===== config.mk =====
export PLATFORM = sky130hd
export DESIGN_NAME = sig_host_port_flat
export DESIGN_NICKNAME = d
export VERILOG_FILES = /design/src/rtl/sig_host_port_if.sv /design/src/rtl/sig_host_port.sv /design/src/flat_wrapper.sv
export SDC_FILE = /design/constraint.sdc
export NUM_CORES = 1
export LEC_CHECK = 0
export ABC_CLOCK_PERIOD_IN_PS = 7400
export CAP_MARGIN = 20
export CORE_MARGIN = 4
export CORE_UTILIZATION = 41
export CTS_CLUSTER_SIZE = 24
export DETAILED_ROUTE_END_ITERATION = 12
export GPL_TIMING_DRIVEN = 1
export PLACE_DENSITY = 0.57
export SYNTH_ARGS = -nofsm -noshare
export SYNTH_HDL_FRONTEND = slang
export SYNTH_SLANG_ARGS = --single-unit

===== constraint.sdc =====
create_clock -name clk -period 7.4 [get_ports clk]
set_input_delay 1.48 -clock clk [delete_from_list [all_inputs] [get_ports clk]]
set_output_delay 1.48 -clock clk [all_outputs]
set_load 0.02 [all_outputs]

===== src/rtl/sig_host_port_if.sv =====
// sig_host_port_if
//   Bundles the core data-memory store signals and the signature stream
//   seen by the compliance test host.
//   master : drives addr/data_wr/wr (core side) and sig_ready (sink side)
//   slave  : the host responder; drives stall, the signature stream,
//            sig_count, halt and timeout
interface sig_host_port_if #(
  parameter int CNT_W = 16
);
  logic [31:0]      addr;
  logic [31:0]      data_wr;
  logic             wr;
  logic             stall;
  logic             sig_valid;
  logic [31:0]      sig_data;
  logic             sig_ready;
  logic [CNT_W-1:0] sig_count;
  logic             halt;
  logic             timeout;

  modport master (
    output addr, data_wr, wr, sig_ready,
    input  stall, sig_valid, sig_data, sig_count, halt, timeout
  );

  modport slave (
    input  addr, data_wr, wr, sig_ready,
    output stall, sig_valid, sig_data, sig_count, halt, timeout
  );
endinterface


===== src/rtl/sig_host_port.sv =====
// sig_host_port
//   Memory-mapped test-host responder for compliance runs. Stores to
//   SIG_ADDR are queued in a FIFO and streamed out on a valid/ready port;
//   a store to HALT_ADDR (or a watchdog expiry) drains the FIFO and then
//   raises a sticky halt.
// Ports
//   clk  : clock, rising edge
//   rst  : asynchronous active-low reset
//   bus  : sig_host_port_if.slave
//          addr/data_wr/wr (wr active-low store strobe), stall,
//          sig_valid/sig_data/sig_ready, sig_count, halt, timeout
module sig_host_port #(
  parameter logic [31:0] SIG_ADDR   = 32'h0000_0F00,
  parameter logic [31:0] HALT_ADDR  = 32'hCAFE_BEEF,
  parameter int          FIFO_DEPTH = 16,
  parameter int          TIMEOUT    = 20000,
  parameter int          CNT_W      = 16
) (
  input  logic            clk,
  input  logic            rst,
  sig_host_port_if.slave  bus
);

  localparam int               AW      = $clog2(FIFO_DEPTH);
  localparam logic [AW:0]      PTR_ONE = (AW+1)'(1);
  localparam logic [CNT_W-1:0] CNT_ONE = CNT_W'(1);
  localparam logic [CNT_W-1:0] WD_LAST = CNT_W'(TIMEOUT - 1);

  typedef enum logic [1:0] {
    RUN,
    DRAIN,
    HALTED
  } state_t;

  state_t           state_q, state_d;
  logic [AW:0]      wrPtr_q, wrPtr_d;
  logic [AW:0]      rdPtr_q, rdPtr_d;
  logic [31:0]      mem_q [FIFO_DEPTH];
  logic [CNT_W-1:0] watchdog_q, watchdog_d;
  logic [CNT_W-1:0] sigCount_q, sigCount_d;
  logic             timeout_q, timeout_d;

  logic fifoEmpty;
  logic fifoFull;
  logic sigHit;
  logic haltHit;
  logic push;
  logic pop;
  logic sigValid;

  // Pointers carry one extra MSB so full and empty are distinguishable
  // when the index bits match.
  assign fifoEmpty = (wrPtr_q == rdPtr_q);
  assign fifoFull  = (wrPtr_q[AW] != rdPtr_q[AW]) &&
                     (wrPtr_q[AW-1:0] == rdPtr_q[AW-1:0]);

  assign sigHit  = ~bus.wr && (bus.addr == SIG_ADDR)  && (state_q == RUN);
  assign haltHit = ~bus.wr && (bus.addr == HALT_ADDR) && (state_q == RUN);

  // Stall only looks at the current fullness; a pop in the same cycle does
  // not release it, which keeps sig_ready out of the combinational path.
  assign push     = sigHit && ~fifoFull;
  assign sigValid = ~fifoEmpty && (state_q != HALTED);
  assign pop      = sigValid && bus.sig_ready;

  assign bus.stall     = sigHit && fifoFull;
  assign bus.sig_valid = sigValid;
  assign bus.sig_data  = sigValid ? mem_q[rdPtr_q[AW-1:0]] : 32'h0;
  assign bus.sig_count = sigCount_q;
  assign bus.halt      = (state_q == HALTED);
  assign bus.timeout   = timeout_q;

  // Signature storage; contents are only visible through a valid head, so
  // the array needs no reset.
  always_ff @(posedge clk) begin
    if (push) begin
      mem_q[wrPtr_q[AW-1:0]] <= bus.data_wr;
    end
  end

  // Next-state for pointers and the saturating accepted-word counter.
  always_comb begin
    wrPtr_d    = wrPtr_q;
    rdPtr_d    = rdPtr_q;
    sigCount_d = sigCount_q;
    if (push) begin
      wrPtr_d = wrPtr_q + PTR_ONE;
      if (sigCount_q != '1) begin
        sigCount_d = sigCount_q + CNT_ONE;
      end
    end
    if (pop) begin
      rdPtr_d = rdPtr_q + PTR_ONE;
    end
  end

  // End-of-test sequencing. A halt store takes priority over a watchdog
  // expiry in the same cycle, so timeout only flags a genuine hang.
  always_comb begin
    state_d    = state_q;
    watchdog_d = watchdog_q;
    timeout_d  = timeout_q;
    unique case (state_q)
      RUN: begin
        watchdog_d = watchdog_q + CNT_ONE;
        if (haltHit) begin
          state_d = DRAIN;
        end else if (watchdog_q == WD_LAST) begin
          state_d   = DRAIN;
          timeout_d = 1'b1;
        end
      end
      DRAIN: begin
        if (fifoEmpty) begin
          state_d = HALTED;
        end
      end
      HALTED: begin
        state_d = HALTED;
      end
      default: begin
        state_d = RUN;
      end
    endcase
  end

  // All control state; reset also flushes any queued words.
  always_ff @(posedge clk or negedge rst) begin
    if (!rst) begin
      state_q    <= RUN;
      wrPtr_q    <= '0;
      rdPtr_q    <= '0;
      watchdog_q <= '0;
      sigCount_q <= '0;
      timeout_q  <= 1'b0;
    end else begin
      state_q    <= state_d;
      wrPtr_q    <= wrPtr_d;
      rdPtr_q    <= rdPtr_d;
      watchdog_q <= watchdog_d;
      sigCount_q <= sigCount_d;
      timeout_q  <= timeout_d;
    end
  end

endmodule


===== src/flat_wrapper.sv =====
// flat-port wrapper written by rule: the top's interface ports become plain ports
module sig_host_port_flat 
#(
  parameter logic [31:0] SIG_ADDR   = 32'h0000_0F00,
  parameter logic [31:0] HALT_ADDR  = 32'hCAFE_BEEF,
  parameter int          FIFO_DEPTH = 16,
  parameter int          TIMEOUT    = 20000,
  parameter int          CNT_W      = 16
)
  (clk, rst, bus_addr, bus_data_wr, bus_wr, bus_sig_ready, bus_stall, bus_sig_valid, bus_sig_data, bus_sig_count, bus_halt, bus_timeout);
  sig_host_port_if #(.CNT_W(CNT_W)) bus_i ();
  input  logic clk;
  input  logic rst;
  input wire logic [$bits(bus_i.addr)-1:0] bus_addr;
  input wire logic [$bits(bus_i.data_wr)-1:0] bus_data_wr;
  input wire logic [$bits(bus_i.wr)-1:0] bus_wr;
  input wire logic [$bits(bus_i.sig_ready)-1:0] bus_sig_ready;
  output wire logic [$bits(bus_i.stall)-1:0] bus_stall;
  output wire logic [$bits(bus_i.sig_valid)-1:0] bus_sig_valid;
  output wire logic [$bits(bus_i.sig_data)-1:0] bus_sig_data;
  output wire logic [$bits(bus_i.sig_count)-1:0] bus_sig_count;
  output wire logic [$bits(bus_i.halt)-1:0] bus_halt;
  output wire logic [$bits(bus_i.timeout)-1:0] bus_timeout;
  assign bus_i.addr = bus_addr;
  assign bus_i.data_wr = bus_data_wr;
  assign bus_i.wr = bus_wr;
  assign bus_i.sig_ready = bus_sig_ready;
  assign bus_stall = bus_i.stall;
  assign bus_sig_valid = bus_i.sig_valid;
  assign bus_sig_data = bus_i.sig_data;
  assign bus_sig_count = bus_i.sig_count;
  assign bus_halt = bus_i.halt;
  assign bus_timeout = bus_i.timeout;
  sig_host_port #(.SIG_ADDR(SIG_ADDR), .HALT_ADDR(HALT_ADDR), .FIFO_DEPTH(FIFO_DEPTH), .TIMEOUT(TIMEOUT), .CNT_W(CNT_W)) u_core (.clk(clk), .rst(rst), .bus(bus_i));
endmodule

==> impl_metrics.csv, run 1 <==
group,metric,value,unit
job,drv_cap,0,
pwr,switchingPower,2.35,mW
sta,fmax,180,MHz
cells_and_area,antennaDiodeCount,0,
pwr,power_frac_seq,41.4,%
cells_and_area,fin_nets,1222,
die,row_count,84,
route,via_per_inst,5.41,
cts,post_cts_buffers,0,
route,routedWlPerCell,24.8,µm
route,totalWireLength,46.5,mm
sta,maxSlewHeadroom,37.9,%
route,drcViolationCount,0,
critical_path,r2r_cells,7,
placed_design,portBuffers,119,
sta,finalClockSkew,0.0142,ns
synth,postSynthAreaPerCell,22.3,µm²
sta,tns,0,ns
critical_path,cpMostUsedCell,"mux4_2",
cts,cts_tree,"yes",
pwr,leakage,8.20,nW
cells_and_area,most-common-layout-cells,"512 x edfxtp_1, 160 x mux4_2, 118 x clkdlybuf4s50_1, 56 x clkbuf_16, 41 x dfrtp_1",
sta,rsz0062_at_grt,"false",
cts,root_buffer,"clkbuf_16",
sta,tightest_slew,0.931,ns
critical_path,cp_data_required_time,5.92,ns
critical_path,crit-reg2reg-launch,"u_core.rdPtr_q[1]",
sta,hold_viol_final,0,
global_routing,grt_start_max_net_pins,59,
cts,cts_buffers,55,
placed_design,routabilityCongestion,0.703,
pwr,cellPowerDensity,338,nW/µm²
die,initial_core_util,41.6,%
synth,syn_area,21900,µm²
cts,cts_sinks,557,
global_routing,grt.overflow.total,0,
global_routing,grt_pass1_vias,10800,
cells_and_area,area_delta_synth_final,17.2,%
critical_path,rrSetupSlack,3.51,ns
synth,syn_inst,985,
synth,yosysUniqueCellTypes,36,
sta,slew_violations,0,
critical_path,critPathKind,"reg -> out",
cells_and_area,final_common_cell,"edfxtp_1",
die,die_height,239,µm
die,fp.coreArea,52800,µm²
synth,synth_edf_count,512,
cts,clk_pin_slew,0.06,ns
placed_design,dp_hpwl,24.9,mm
route,firstDrtPassIters,5,
critical_path,slowest_stage,"dfrtp_4",
synth,synth_nets,1064,
critical_path,reg2reg_to,"u_core.mem_q[2][2]",
worst_hold_path,hp-class,"reg -> reg",
route,drtAntennaViolNets,0,
die,ios,120,
synth,ys_ff_latch,557,
critical_path,crit_fanout,58,
synth,dominantRegCellSynth,"edfxtp_1",
route,vias,10100,
die,dieWidth,239,µm
critical_path,slowest_delay,1.02,ns
worst_hold_path,hold_path_depth,1,
worst_hold_path,min_to,"u_core.watchdog_q[11]",
pwr,netSwitchingFraction,27.1,%
pwr,combPwrFrac,28.1,%
cts,htreeDepth,2,
global_routing,track_usage,16.4,%
synth,ys.warnings.count,0,
route,drt_iter0_drc,832,
cts,cts_hold_buf,0,
sta,post-route-min-period,5.55,ns
status,outcome,"complete, no violations",
cells_and_area,drive_above_1_share,24.3,%
die,dieArea,57200,µm²
sta,fin_crit_sh,75.0,%
pwr,max-vdd-ir-drop,0.230,mV
cts,insertion_delay,0.60,ns
pwr,internal_power,6.34,mW
synth,ys_seq_area_share,75.3,%
critical_path,critPathLaunchType,"flop",
sta,fin_hold_ws,0.470,ns
worst_hold_path,hp-start,"u_core.watchdog_q[11]",
global_routing,antenna_found_initial,1,
cts,cts.path.max_buffers,3,
pwr,clock_power_share,30.5,%
critical_path,end_kind,"output port",
global_routing,grt_pass1_wl,69.8,mm
critical_path,crit_chain,"buf_4 -> mux4_2 -> mux4_2 -> and2_1 -> clkdlybuf4s50_1",
cts,cts_resized,0,
synth,async_reset_ff_share,8.08,%
critical_path,cp.arrival,4.07,ns
sta,setup_viol,0,
-- worst max path at each step --
stage               slack (ns)                 end               from
floorplan                 1.85  u_core.mem_q[7][0]       bus_addr[16]
global placement          2.42    bus_sig_data[30]  u_core.rdPtr_q[1]
detailed placement        2.40  u_core.mem_q[2][8]       bus_addr[10]
CTS                       1.76    bus_sig_data[30]  u_core.rdPtr_q[1]
global route              1.63    bus_sig_data[30]  u_core.rdPtr_q[1]
finish                    1.85    bus_sig_data[29]  u_core.rdPtr_q[1]
-- synthesized netlist by cell type (2+ instances only) --
cell type | n | area, µm²
mux2_2 | 2 | 22.5
inv_1 | 5 | 18.8
nor4b_1 | 4 | 35.0
xor2_1 | 9 | 78.8
dfrtp_1 | 45 | 1130
nor2_1 | 6 | 22.5
buf_2 | 8 | 40.0
ha_1 | 11 | 138
mux2_1 | 4 | 45.0
and3_1 | 17 | 106
or4_1 | 2 | 15.0
edfxtp_1 | 512 | 15400
nand4_1 | 15 | 93.8
and2_1 | 41 | 257
buf_1 | 5 | 18.8
buf_6 | 11 | 124
nor4_1 | 5 | 31.3
nand2_1 | 19 | 71.3
nor3_1 | 4 | 20.0
mux4_2 | 160 | 3600
nor3b_1 | 5 | 37.5
nand3_1 | 26 | 130
buf_4 | 3 | 22.5
clkbuf_1 | 21 | 78.8
xnor2_1 | 34 | 298
-- final cells by class --
cell class / instances / area, µm²
Clock buffer: 74 / 1470
Clock inverter: 26 / 231
Fill cell: 4307 / 27100
Inverter: 5 / 18.8
Multi-Input combinational cell: 375 / 5170
Sequential cell: 557 / 16500
Tap cell: 688 / 861
Timing Repair Buffer: 149 / 1440
-- per-stage QoR --
step	setup slack [ns]	cells	total power, mW	util, %	cell area (µm²)
finish	1.85	1874	8.70	48.7	25700
global route	1.63	1874	9.10	48.7	25700
CTS	1.76	1873	8.84	48.7	25700
detailed placement	2.40	1773	6.17	45.4	24000
global placement	2.42	1773	6.18	45.4	24000
floorplan	1.85	985	5.35	-	21900
-- cell families (layout without fill, tap and decap cells) --
kind of cell / Yosys count / count (layout) / share of synthesized area, %
AOI/OAI and AO/OA: 5 / 5 / 0.280
and+or+nand+nor: 150 / 150 / 4.00
DFF: 557 / 557 / 75.3
xor gates and xnor gates: 43 / 43 / 1.72
muxes: 166 / 166 / 16.7
buffers and inverters: 53 / 254 / 1.38
adders and majority gates: 11 / 11 / 0.628
-- power by group through the flow --
stage	combinational [mW]	sequential (mW)	clock, mW
floorplan	1.81	3.54	0
global placement	2.51	3.67	0
detailed placement	2.50	3.67	0
CTS	2.52	3.60	2.73
global route	2.63	3.61	2.87
finish	2.45	3.60	2.65
-- sequential cells by signal, indices dropped and copies added, names as in the netlist --
register / cells
u_core.bus.sig_count: 16
u_core.rdPtr_q: 5
u_core.bus.timeout: 1
u_core.wrPtr_q: 5
u_core.watchdog_q: 16
u_core.state_q: 2
u_core.mem_q: 512
-- routing by layer --
metal  part of all wire, %  global-route usage [%]  vias to the layer above
met5                 0.028                       0                        -
met4                   1.6                    3.52                        2
met3                   5.4                    3.37                       57
met2                    49                    26.7                      257
met1                    44                    23.3                     5397
li1                      -                       -                     4421
-- worst max-delay path: cells and delay by family, from the launching register on --
kind	cells	cell delay, ns
buf+inv	2	1.29
flops	1	1.02
mux	2	0.89
simple gates	1	0.22
(Power assumes the default switching activity.)
==> run 2, diff against run 1 <==
- ABC_CLOCK_PERIOD_IN_PS: 7400 -> 4900
- PLACE_DENSITY: 0.57 -> 0.59
- clock period: 7.4 -> 4.9 ns (I/O delays scaled with it)
==> run 2 against run 1 <==
Register-to-register slack got worse by 1.9 ns. Die area unchanged. Largest cell class unchanged. Sequential power increased by 49%. Clock power increased by 77%. Count of clock-buffer cells in the layout decreased by 13. Sequential cell count unchanged. Critical path depth unchanged. Combinational power increased by 59%. Critical path type unchanged. Sequential share of layout area decreased by 1.4 points.
==> impl_metrics.csv, run 2 (synthesis results as in run 1) <==
group,metric,value,unit
die,ios,120,
die,dieWidth,239,µm
placed_design,dp_hpwl,26.9,mm
cts,root_buffer,"clkbuf_16",
sta,hold_viol_final,0,
critical_path,rrSetupSlack,1.60,ns
cts,cts.path.max_buffers,3,
cts,cts_hold_buf,0,
global_routing,grt_pass1_vias,11100,
critical_path,crit_fanout,18,
pwr,leakage,8.47,nW
critical_path,end_kind,"output port",
pwr,cellPowerDensity,531,nW/µm²
sta,fin_ws,0.416,ns
cells_and_area,largest_reg_flops,512,
cts,htreeDepth,2,
global_routing,grt.busiest_layer,"met2",
critical_path,path_delay_family,"multiplexers",
cells_and_area,drive_above_1_share,26.7,%
critical_path,slowest_delay,0.71,ns
cts,clk_pin_slew,0.06,ns
critical_path,cp.arrival,3.50,ns
cells_and_area,area_delta_synth_final,19.8,%
die,row_count,84,
global_routing,grt_use_met2,28.1,%
sta,slew_violations,0,
cts,cts_sinks,557,
job,drv_cap,0,
placed_design,dp_slack,0.841,ns
pwr,max-vdd-ir-drop,0.306,mV
cells_and_area,regArea,16500,µm²
placed_design,portBuffers,119,
route,drcViolationCount,0,
cts,cts_buffers,56,
sta,maxSlewHeadroom,37.1,%
global_routing,grt_pass1_wl,72.7,mm
status,outcome,"complete, no violations",
global_routing,grt.overflow.total,0,
die,die_height,239,µm
critical_path,crit-reg2reg-launch,"u_core.state_q[0]",
cells_and_area,n_fill_cell,4279,
placed_design,dp.cells,1782,
global_routing,met1_usage,24.3,%
cts,post_cts_buffers,0,
die,fp.coreArea,52800,µm²
route,routedWlPerCell,25.6,µm
sta,fin_crit_sh,91.5,%
global_routing,antenna_found_initial,1,
placed_design,routabilityCongestion,0.737,
sta,tightest_slew,0.943,ns
cts,insertion_delay,0.61,ns
route,totalWireLength,48.4,mm
critical_path,critPathKind,"reg -> out",
global_routing,track_usage,17.1,%
cts,cts_tree,"yes",
cts,cts_resized,0,
route,via_per_inst,5.48,
critical_path,critPathLaunchType,"flop",
critical_path,crit_chain,"buf_4 -> mux4_2 -> mux4_2 -> and2_1 -> clkdlybuf4s50_1",
sta,finalClockSkew,0.0166,ns
critical_path,worst-path-stages,5,
critical_path,critical_path_buf_inv_count,2,
cells_and_area,final_common_cell,"edfxtp_1",
sta,setup_viol,0,
sta,rsz0062_at_grt,"false",
route,firstDrtPassIters,4,
cells_and_area,fin_nets,1232,
global_routing,grt_start_max_net_pins,73,
critical_path,cp_data_required_time,3.92,ns
critical_path,slowest_stage,"dfrtp_4",
route,vias,10400,
die,initial_core_util,41.6,%
placed_design,place_area,24200,µm²
sta,fmax,223,MHz
critical_path,reg2reg_to,"u_core.mem_q[1][8]",
route,drtAntennaViolNets,0,
critical_path,cpMostUsedCell,"mux4_2",
route,drt_iter0_drc,830,
worst_hold_path,hp-class,"in -> async",
cells_and_area,layoutNonFillerInstCount,1890,
cells_and_area,most-common-layout-cells,"512 x edfxtp_1, 160 x mux4_2, 118 x clkdlybuf4s50_1, 57 x clkbuf_16, 41 x dfrtp_1",
cells_and_area,multi_input_area,5170,µm²
die,dieArea,57200,µm²
critical_path,r2r_cells,8,
sta,post-route-min-period,4.48,ns
cells_and_area,finish.instance_area,26300,µm²
global_routing,use_met3,3.27,%
sta,fin_hold_ws,0.214,ns
-- run 2: how the worst max path moves through the flow --
stage                    endpoint              start  slack (ns)
3_5_place_dp            bus_stall       bus_addr[10]        0.84
2_1_floorplan  u_core.mem_q[7][0]       bus_addr[16]       -0.15
3_3_place_gp            bus_stall        bus_addr[1]        0.94
5_1_grt          bus_sig_data[22]  u_core.rdPtr_q[0]        0.28
4_1_cts          bus_sig_data[22]  u_core.rdPtr_q[0]        0.34
6_report         bus_sig_data[22]  u_core.rdPtr_q[0]        0.42
-- run 2: routing by layer --
layer / wire, µm / up-vias
li1: - / 4457
met1: 21200 / 5564
met2: 23900 / 277
met3: 2530 / 65
met4: 793 / 0
met5: 0 / -
-- run 2: cell type report --
cell class | count | share of cell area [%]
Tap cell | 688 | 3.28
Clock inverter | 45 | 2.30
Timing Repair Buffer | 158 | 6.34
Antenna cell | 1 | 0.00952
Multi-Input combinational cell | 375 | 19.7
Clock buffer | 61 | 5.49
Sequential cell | 557 | 62.8
Inverter | 5 | 0.0714
-- run 2: power breakdown --
group | total (mW) | internal, mW | switching (mW)
Clock | 4.70 | 2.91 | 1.79
Combinational | 3.90 | 2.11 | 1.78
Sequential | 5.36 | 5.23 | 0.124
Total | 14.0 | 10.3 | 3.70
-- run 2: per-stage QoR --
step                      total power, mW  util, %  setup TNS (ns)
after global placement               9.44     45.9               0
after global routing                 14.6     49.8               0
after CTS                            14.2     49.8               0
after detailed placement             9.44     45.9               0
after floorplan                      8.08        -          -18.53
final                                14.0     49.8               0
